### config.mk
export PLATFORM = sky130hd
export DESIGN_NAME = serial_addsub_accum
export DESIGN_NICKNAME = d
export VERILOG_FILES = /design/src/rtl/serial_addsub_pkg.sv /design/src/rtl/addsub_bit_cell.sv /design/src/rtl/serial_addsub_accum.sv
export SDC_FILE = /design/constraint.sdc
export NUM_CORES = 1
export LEC_CHECK = 0
export ABC_AREA = 1
export CELL_PAD_IN_SITES_DETAIL_PLACEMENT = 0
export CELL_PAD_IN_SITES_GLOBAL_PLACEMENT = 1
export CORE_ASPECT_RATIO = 0.75
export CORE_MARGIN = 2
export CORE_UTILIZATION = 39
export CTS_CLUSTER_SIZE = 16
export DETAILED_ROUTE_END_ITERATION = 10
export MAX_ROUTING_LAYER = met4
export PLACE_DENSITY_LB_ADDON = 0.08
export SYNTH_ARGS = -nofsm -noshare
export SYNTH_HDL_FRONTEND = slang
export SYNTH_SLANG_ARGS = --single-unit
### constraint.sdc
create_clock -name clk -period 1.6 [get_ports clk]
set_input_delay 0.16 -clock clk [delete_from_list [all_inputs] [get_ports clk]]
set_output_delay 0.16 -clock clk [all_outputs]
set_load 0.02 [all_outputs]
### src/rtl/serial_addsub_pkg.sv
// Shared types and helpers for the bit-serial add/subtract accumulator.
package serial_addsub_pkg;

  localparam int unsigned DEFAULT_WIDTH = 8;

  typedef enum logic [1:0] {
    IDLE  = 2'd0,
    SHIFT = 2'd1,
    DONE  = 2'd2
  } state_t;

  // Bits needed to count 0..value-1; never less than one bit.
  function automatic int unsigned clog2(input int unsigned value);
    int unsigned r;
    r = 1;
    for (int unsigned i = 1; i < 32; i++) begin
      if ((32'd1 << i) < value) r = i + 1;
    end
    return r;
  endfunction

endpackage

### src/rtl/addsub_bit_cell.sv
// One-bit conditional-invert full adder, reused serially by the accumulator.
module addsub_bit_cell (
  input  logic a,
  input  logic b,
  input  logic sub,
  input  logic cin,
  output logic sum_c,
  output logic carry_c
);

  logic b_eff;

  assign b_eff   = b ^ sub;
  assign sum_c   = a ^ b_eff ^ cin;
  assign carry_c = (a & b_eff) | (a & cin) | (b_eff & cin);

endmodule

### src/rtl/serial_addsub_accum.sv
// Bit-serial add/subtract accumulator, LSB first, one bit per clock.
// Define ACCUM_SAT_EN to clamp the committed result on signed overflow.
module serial_addsub_accum
  import serial_addsub_pkg::*;
#(
  parameter int unsigned WIDTH = DEFAULT_WIDTH
) (
  input  logic             clk,
  input  logic             rst_n,
  input  logic             in_valid,
  output logic             in_ready,
  input  logic [WIDTH-1:0] operand,
  input  logic             sub,
  input  logic             clear,
  output logic [WIDTH-1:0] acc_out,
  output logic             out_valid,
  output logic             carry,
  output logic             overflow,
  output logic             zero,
  output logic             busy
);

  localparam int unsigned     CNT_W = clog2(WIDTH);
  localparam logic [CNT_W-1:0] LAST = CNT_W'(WIDTH - 1);

  state_t           state;
  logic [CNT_W-1:0] cnt;
  logic [WIDTH-1:0] a_sr;
  logic [WIDTH-1:0] b_sr;
  logic             sub_q;
  logic             c;
  logic             sum_bit;
  logic             carry_bit;
  logic [WIDTH-1:0] res_c;
  logic [WIDTH-1:0] commit_c;
  logic             ovf_c;

  addsub_bit_cell u_cell (
    .a       (a_sr[0]),
    .b       (b_sr[0]),
    .sub     (sub_q),
    .cin     (c),
    .sum_c   (sum_bit),
    .carry_c (carry_bit)
  );

  assign in_ready = (state == IDLE) && !clear;

  // A drains out of the bottom while sum bits fill in from the top, so the
  // A register doubles as the result register.
  assign res_c = {sum_bit, a_sr[WIDTH-1:1]};

  // On the last step c is the carry into the MSB and carry_bit the carry out.
  assign ovf_c = c ^ carry_bit;

`ifdef ACCUM_SAT_EN
  // On overflow both addends share a sign, so A's MSB picks the clamp rail.
  always_comb begin
    commit_c = res_c;
    if (ovf_c) begin
      commit_c = a_sr[0] ? {1'b1, {(WIDTH-1){1'b0}}} : {1'b0, {(WIDTH-1){1'b1}}};
    end
  end
`else
  assign commit_c = res_c;
`endif

  always_ff @(posedge clk or negedge rst_n) begin
    if (!rst_n) begin
      state     <= IDLE;
      cnt       <= '0;
      a_sr      <= '0;
      b_sr      <= '0;
      sub_q     <= 1'b0;
      c         <= 1'b0;
      acc_out   <= '0;
      carry     <= 1'b0;
      overflow  <= 1'b0;
      zero      <= 1'b1;
      out_valid <= 1'b0;
      busy      <= 1'b0;
    end else begin
      out_valid <= 1'b0;
      case (state)
        IDLE: begin
          if (clear) begin
            acc_out  <= '0;
            carry    <= 1'b0;
            overflow <= 1'b0;
            zero     <= 1'b1;
          end else if (in_valid) begin
            a_sr  <= acc_out;
            b_sr  <= operand;
            sub_q <= sub;
            c     <= sub;
            cnt   <= '0;
            busy  <= 1'b1;
            state <= SHIFT;
          end
        end
        SHIFT: begin
          a_sr <= res_c;
          b_sr <= b_sr >> 1;
          c    <= carry_bit;
          cnt  <= cnt + CNT_W'(1);
          if (cnt == LAST) begin
            acc_out   <= commit_c;
            carry     <= carry_bit;
            overflow  <= ovf_c;
            zero      <= (commit_c == '0);
            out_valid <= 1'b1;
            state     <= DONE;
          end
        end
        DONE: begin
          busy  <= 1'b0;
          state <= IDLE;
        end
        default: begin
          busy  <= 1'b0;
          state <= IDLE;
        end
      endcase
    end
  end

endmodule
# Word-level counts from Yosys, hierarchy flattened
# Index checks and enable logic that the tools add are counted.
# classes
n_addsub	1
eq_ne	6
muxes	32
n_bitwise	11
reduce_logical	10
# ops
op	count
8-bit two-way mux	6
8-bit case mux with 2 select lines	3
3-bit AND reduction	5
1-bit two-way mux	11
1-bit case mux with 2 select lines	5
8-bit logical NOT	1
2-bit inequality test, second input constant	4
2-bit two-way mux	3
3-bit two-way mux	2
3-bit case mux with 2 select lines	1
2-bit case mux with 2 select lines	1
1-bit XOR	4
3-bit by 1-bit adder with 3-bit output, second input constant	1
1-bit AND	3
3-bit equality test, second input constant	1
2-bit by 1-bit equality test with 1-bit output, second input constant	1
2-bit logical NOT	1
1-bit NOT	2
1-bit OR	2
2-bit nonzero test	1
1-bit logical AND	1
1-bit logical NOT	1
# word_totals
ff_bits	36
inputBits	13
output_inout_bits	14
elab_cells	72

# Longest topological paths before layout
# Gate-level depths: netlist of the first run.
# depth
ltp_word	7
mapped_depth	8
depth_no_buf	7

# Hierarchy
# Synthesis of the first run repeated with hierarchy kept, for this count alone.
# hier_totals
cells_unflattened	226
area_unflattened_um2	1778.0
# modules_own_cells
module	instances	cells_each	area_per_inst_um2	seq_area_each_um2
serial_addsub_accum	1	216	1724.2	902.1
addsub_bit_cell	1	10	53.8	0.0

# Worst setup path before layout of the first run
# Ideal clock, no wire load.
# synth_path
kind	reg2reg
from	reg sub_q
to	reg zero
setup_ns	0.067
arrival_time_ns	1.314
t_required_ns	1.533
path_slack_ns	0.219
stages_incl_launch_ff	8
n_path_buf	0
synth_period_minus_slack_ns	1.381
path_cell_list	dfrtp_1 > xor2_1 > fa_1 > nor2_1 > nand2_1 > nor2_1 > nor2_1 > nor2_1
# synth_between
elab_chain_cells	6
# synth_lines
item	line	text
start, declared	serial_addsub_accum.sv:30	logic sub_q;
start signal, assigned	serial_addsub_accum.sv:94	sub_q <= sub;
1-bit XOR	addsub_bit_cell.sv:13	assign b_eff = b ^ sub;
1-bit XOR (2 in series)	addsub_bit_cell.sv:14	assign sum_c = a ^ b_eff ^ cin;
8-bit logical NOT	serial_addsub_accum.sv:110	zero <= (commit_c == '0);
1-bit two-way mux	serial_addsub_accum.sv:106	if (cnt == LAST) begin
1-bit case mux with 2 select lines	serial_addsub_accum.sv:84	case (state)
end signal, assigned	serial_addsub_accum.sv:110	
end, declared	serial_addsub_accum.sv:19	output logic zero,
# Every way passes these cells. The select of a mux whose other input is x is not followed.
# A chain may end at the register's enable or synchronous reset.

# Worst setup path in the final report of the first run
# Ends and elaborated chain as after synthesis.

==> results of run 1 <==
[path summary, 6_finish.rpt]
kind,endpoint,slack (ns),cells past startpoint
worst max register to register,zero,0.13,7
max in group asynchronous,zero,0.95,2
worst min register to register,cnt[0],0.48,1
worst max-delay path,zero,0.13,7
worst min-delay path,b_sr[5],0.30,2
min in group clk,b_sr[7],0.46,3
[power breakdown]
part | internal, mW | total (mW) | switching [mW] | leakage [nW]
clock | 0.303 | 0.637 | 0.334 | 0.0479
sequential | 1.29 | 1.55 | 0.254 | 0.467
combinational | 0.860 | 2.13 | 1.27 | 0.646
[worst max-delay path, stage by stage, from the launching register on]
cell	delay (ns)
dfrtp_1	0.39
xor2_1	0.19
fa_1	0.45
nor2_1	0.10
nand2_1	0.06
nor2_1	0.10
nor2_1	0.04
nor2_1	0.08
[placed cells by master (no fill, tap or decap), types with 2 or more instances in the layout]
cell	n
o21ai_1	10
nand2_1	99
clkdlybuf4s50_1	24
buf_4	9
nand3_1	18
clkbuf_8	5
clkinv_2	2
nor2_1	16
inv_1	11
inv_2	2
nand2_4	3
dfrtp_1	35
o21ai_0	3
ha_1	2
[area by class of cell]
cell class	instances	area, um2
timing repair buffer	36	349.1
clock inverter	3	18.77
fill	421	2205
multi-input combinational	159	718.2
tap	57	71.32
clock buffer	5	68.82
inverter	14	55.05
sequential	36	902.1
[per-layer routing]
metal	wire length (um)	up-vias
li1	-	739
met1	1975	669
met2	1653	27
met3	122	6
met4	47	0
met5	0	-
[logic make-up after synthesis]
group	after synthesis	synth area share [%]
AOI/OAI and AO/OA	14	3.997
xor gates and xnor gates	1	0.4997
adders and majority gates	3	2.569
buffers and inverters	23	7.566
DFF	36	51.46
and+or+nand+nor	141	33.90
[metrics by stage]
stage	cells	util [%]	setup slack [ns]	power, mW
2_1_floorplan	218	-	0.2191	3.057
3_3_place_gp	302	47.73	0.1082	3.690
3_5_place_dp	302	47.73	0.08782	3.734
4_1_cts	310	49.70	0.001853	4.385
5_1_grt	310	49.76	0.003791	4.771
6_report	310	49.76	0.1307	4.314
[flip-flops by register name (all words and copies together), names as in the netlist, 2 cells and up]
name     cells
a_sr         8
acc_out      8
b_sr         8
cnt          3
state        2
[repair_timing]
action,in CTS,in global routing
setup buffers,0,0
gates resized for setup,1,1
endpoints found under the setup margin,1,1
==> impl_metrics.json, run 1 <==
{
  "grt_overflow": 0,
  "fp.dieW_um": 81.42,
  "cts_hold_buf": 0,
  "grt_pass1_wl_um": 6782,
  "ys_types": 23,
  "async_reset_ff_share_pct": 100.0,
  "peakVddDrop_v": 0.001081,
  "avgSynthCellArea_um2": 8.041,
  "netlist_instances": 218,
  "slew_viol_final": 0,
  "vias": 1441,
  "timing.slew.headroom_pct": 68.37,
  "post-route-min-period_ns": 1.469,
  "die_area_um2": 5053,
  "hpwl_um": 2607,
  "cp.required_ns": 1.83,
  "clk_transition_reported_paths_ns": 0.08,
  "drive_gt1_share_pct": 11.46,
  "htree_levels": 2,
  "max_freq_mhz": 680.6,
  "diodes": 0,
  "top_usage_layer": "met2",
  "placed_cell_area_um2": 2095,
  "critical_path_arrival_ns": 1.70,
  "antenna_left": 0,
  "yosysWarnings": 0,
  "met2_usage_pct": 27.75,
  "fin_crit_sh_pct": 91.83,
  "start_util_pct": 39.95,
  "vias_per_cell": 4.648,
  "syn_area_um2": 1753,
  "track_usage_pct": 18.66,
  "yosysTopAreaCell": "dfrtp_1",
  "grt_max_degree": 37,
  "syn_to_final_growth_pct": 24.55,
  "cts.sinks": 36,
  "cp_max_fo": 2,
  "io_pins": 27,
  "worst_hold_slack_ns": 0.2958,
  "yosysMostFrequentCell": "nand2_1",
  "worstSetupPathType": "reg -> reg",
  "critPathLaunch": "sub_q",
  "grt_pass1_vias": 1457,
  "clock_latency_ns": 0.28,
  "num_rows": 21,
  "yosysTopAreaCellShare_pct": 49.96,
  "crit-reg2reg-launch": "sub_q",
  "io_buffers": 26,
  "min_path_type": "in -> async",
  "yosys-top-cells-area": "dfrtp_1 50%, nand2_1 21%, nand3_1 5.1%, nor2_1 3.4%, o21ai_1 2.9%",
  "fin_skew_ns": 0.01169,
  "drv_cap": 0,
  "setup_violations": 0,
  "rsz0062_at_grt": "no",
  "critPathLaunchType": "flip-flop",
  "numCtsBuffers": 5,
  "routed_wl_um": 3799,
  "synth_common_cells": "99 x nand2_1, 35 x dfrtp_1, 18 x nand3_1",
  "die_y_um": 62.06,
  "status": "complete, no violations",
  "dr.pass1.iters": 4,
  "core_um2": 4388,
  "ys_ff_latch": 36,
  "synth_ff_type": "dfrtp_1",
  "drt_iter0_markers": 79,
  "drcViolationCount": 0,
  "end_kind": "flip-flop",
  "cts_tree": "done",
  "finalInstanceArea_um2": 2183,
  "fin_tns_setup_ns": 0,
  "wire_per_inst_um": 12.25,
  "gp_congestion": 0.8170,
  "synth_edf_count": 0,
  "final_nets": 268,
  "hold_viol": 0,
  "max_slew.worst_pin.slew_ns": 0.4745,
  "total_leakage_power_nw": 1.161,
  "grt_antenna_before_repair": 0,
  "synth_fp_nets": 234,
  "power.density_nw_per_um2": 1976,
  "ys_seq_area_share_pct": 51.46,
  "clockBufferDepth": 2,
  "gr-usage-met1_pct": 25.18,
  "cts-root-buf": "clkbuf_8",
  "met3_usage_pct": 4.335
}
No activity file was read; power rests on OpenSTA's default activity.
==> run 2: changes to the inputs <==
--- a/config.mk
+++ b/config.mk
@@ -9,7 +9,6 @@
 export CELL_PAD_IN_SITES_DETAIL_PLACEMENT = 0
 export CELL_PAD_IN_SITES_GLOBAL_PLACEMENT = 1
 export CORE_ASPECT_RATIO = 0.75
-export CORE_MARGIN = 2
 export CORE_UTILIZATION = 39
 export CTS_CLUSTER_SIZE = 16
 export DETAILED_ROUTE_END_ITERATION = 10
==> run 2 against run 1 <==
  * Global-route usage increased by 0.42 points
  * Power increased by 3.1%
  * Worst setup slack got worse by 0.026 ns
  * Highest routed layer unchanged
  * First-iteration DRC count increased by 29%
  * Largest power group unchanged
==> impl_metrics.json, run 2 (synthesis results as in run 1) <==
{
  "worst_hold_slack_ns": 0.2545,
  "fp.dieW_um": 79.42,
  "die_y_um": 60.06,
  "status": "complete, no violations",
  "grt_overflow": 0,
  "fillers": 421,
  "start_util_pct": 41.95,
  "cts_tree": "done",
  "track_usage_pct": 19.08,
  "end_kind": "flip-flop",
  "gp_congestion": 0.7968,
  "clockBufferDepth": 2,
  "fin_skew_ns": 0.005143,
  "r2r_cells": 6,
  "cts-root-buf": "clkbuf_8",
  "clock_latency_ns": 0.28,
  "critical_path_arrival_ns": 1.69,
  "r2r-end": "acc_out[7]",
  "post-route-min-period_ns": 1.495,
  "path_cells": "xor2_1 -> fa_1 -> inv_1 -> nor2_2 -> nand2_1 -> o21ai_1",
  "diodes": 0,
  "io_pins": 27,
  "total_leakage_power_nw": 1.168,
  "finalNonFillerCells": 308,
  "cp_max_fo": 2,
  "grt_max_degree": 37,
  "rsz0062_at_grt": "yes",
  "hold_viol": 0,
  "drt_iter0_markers": 102,
  "drv_cap": 0,
  "vias": 1438,
  "final_cell_mix": "99 x nand2_1, 35 x dfrtp_1, 24 x clkdlybuf4s50_1",
  "clk_transition_reported_paths_ns": 0.07,
  "max_stage_delay_ns": 0.50,
  "slew_viol_final": 0,
  "grt_pass1_wl_um": 6410,
  "crit-reg2reg-launch": "sub_q",
  "timing.slew.headroom_pct": 83.16,
  "num_rows": 20,
  "io_buffers": 26,
  "numCtsBuffers": 5,
  "dr.pass1.iters": 4,
  "final_common_cell": "nand2_1",
  "max_slew.worst_pin.slew_ns": 0.2517,
  "grt_antenna_before_repair": 0,
  "critPathTopFamily": "adder cells",
  "peakVddDrop_v": 0.001157,
  "dpl.cell_count": 299,
  "fin_crit_sh_pct": 93.43,
  "setup_violations": 0,
  "antenna_left": 0,
  "core_um2": 4179,
  "min_path_type": "in -> async",
  "final_nets": 268,
  "cts.sinks": 36,
  "syn_to_final_growth_pct": 25.98,
  "critPathLaunchType": "flip-flop",
  "max_freq_mhz": 668.9,
  "cp.required_ns": 1.80,
  "grt_pass1_vias": 1330,
  "r2r_slack_ns": 0.11,
  "hpwl_um": 2640,
  "top_regs": "a_sr: 8 flops, acc_out: 8 flops, b_sr: 8 flops",
  "htree_levels": 2,
  "crit_buf_inv": 1,
  "power.density_nw_per_um2": 2014,
  "drcViolationCount": 0,
  "worstSetupPathType": "reg -> reg",
  "wire_per_inst_um": 12.25,
  "vias_per_cell": 4.669,
  "slowest_stage": "fa_1",
  "routed_wl_um": 3773,
  "drive_gt1_share_pct": 11.46,
  "die_area_um2": 4770
}
run 2: changes by cell type in the layout (fill, tap and decap cells not counted), sizes merged:
| cell | delta |
|---|---|
| clkbuf | +3 |
| clkinv | -3 |
run 2: how the worst max path moves through the flow:
stage / from / to / cells after the start
floorplan: sub_q / zero / 7
global placement: clear / b_sr[3] / 8
detailed placement: clear / b_sr[3] / 8
CTS: zero / zero / 1
global route: sub_q / zero / 7
finish: sub_q / acc_out[7] / 6
run 2: layout make-up:
cell class / count / area, um2 / area share [%]
clock buffer: 8 / 100.1 / 4.533
inverter: 14 / 55.05 / 2.493
multi-input combinational: 159 / 720.7 / 32.63
sequential: 36 / 902.1 / 40.85
tap: 55 / 68.82 / 3.116
timing repair buffer: 36 / 361.6 / 16.37
run 2: metrics by stage:
step | power [mW] | cell area, um2 | setup WS (ns) | TNS, ns | util [%]
2_1_floorplan | 3.057 | 1753 | 0.2191 | 0 | -
3_3_place_gp | 3.690 | 2097 | 0.09704 | 0 | 50.18
3_5_place_dp | 3.760 | 2097 | 0.08770 | 0 | 50.18
4_1_cts | 4.460 | 2196 | 0.01432 | 0 | 52.54
5_1_grt | 4.840 | 2208 | -0.007040 | -0.007040 | 52.84
6_report | 4.448 | 2208 | 0.1051 | 0 | 52.84
run 2: worst register-to-register path: stages (launching register included):
cell     delay (ns)
dfrtp_1        0.40
xor2_1         0.18
fa_1           0.50
inv_1          0.05
nor2_2         0.13
nand2_1        0.07
o21ai_1        0.09
run 2: what timing repair did:
item | 4_1_cts | 5_1_grt
hold buffers | 0 | 0
resized for setup | 1 | 2
setup buffers | 0 | 1
setup endpoints to repair | 1 | 3
run 2: metal layers:
| layer | up-vias | track usage (%) | wire (um) |
|---|---|---|---|
| met5 | - | - | 0 |
| li1 | 744 | - | - |
| met3 | 5 | 4.580 | 176 |
| met2 | 37 | 26.97 | 1633 |
| met4 | 0 | 5.455 | 31 |
| met1 | 652 | 27.16 | 1932 |
run 2: where the power goes:
group	internal [mW]	total (mW)	switching, mW
registers	1.29	1.56	0.262
clock network	0.393	0.700	0.307
logic	0.894	2.19	1.30
total	2.58	4.45	1.87
==> run 3: changes to the inputs <==
--- a/config.mk
+++ b/config.mk
@@ -12,8 +12,10 @@
 export CORE_UTILIZATION = 39
 export CTS_CLUSTER_SIZE = 16
 export DETAILED_ROUTE_END_ITERATION = 10
+export HOLD_SLACK_MARGIN = 0.02
 export MAX_ROUTING_LAYER = met4
 export PLACE_DENSITY_LB_ADDON = 0.08
+export SLEW_MARGIN = 10
 export SYNTH_ARGS = -nofsm -noshare
 export SYNTH_HDL_FRONTEND = slang
 export SYNTH_SLANG_ARGS = --single-unit
==> results of run 3 <==
No change in the layout: final DEF, timing and power equal those of run 2.
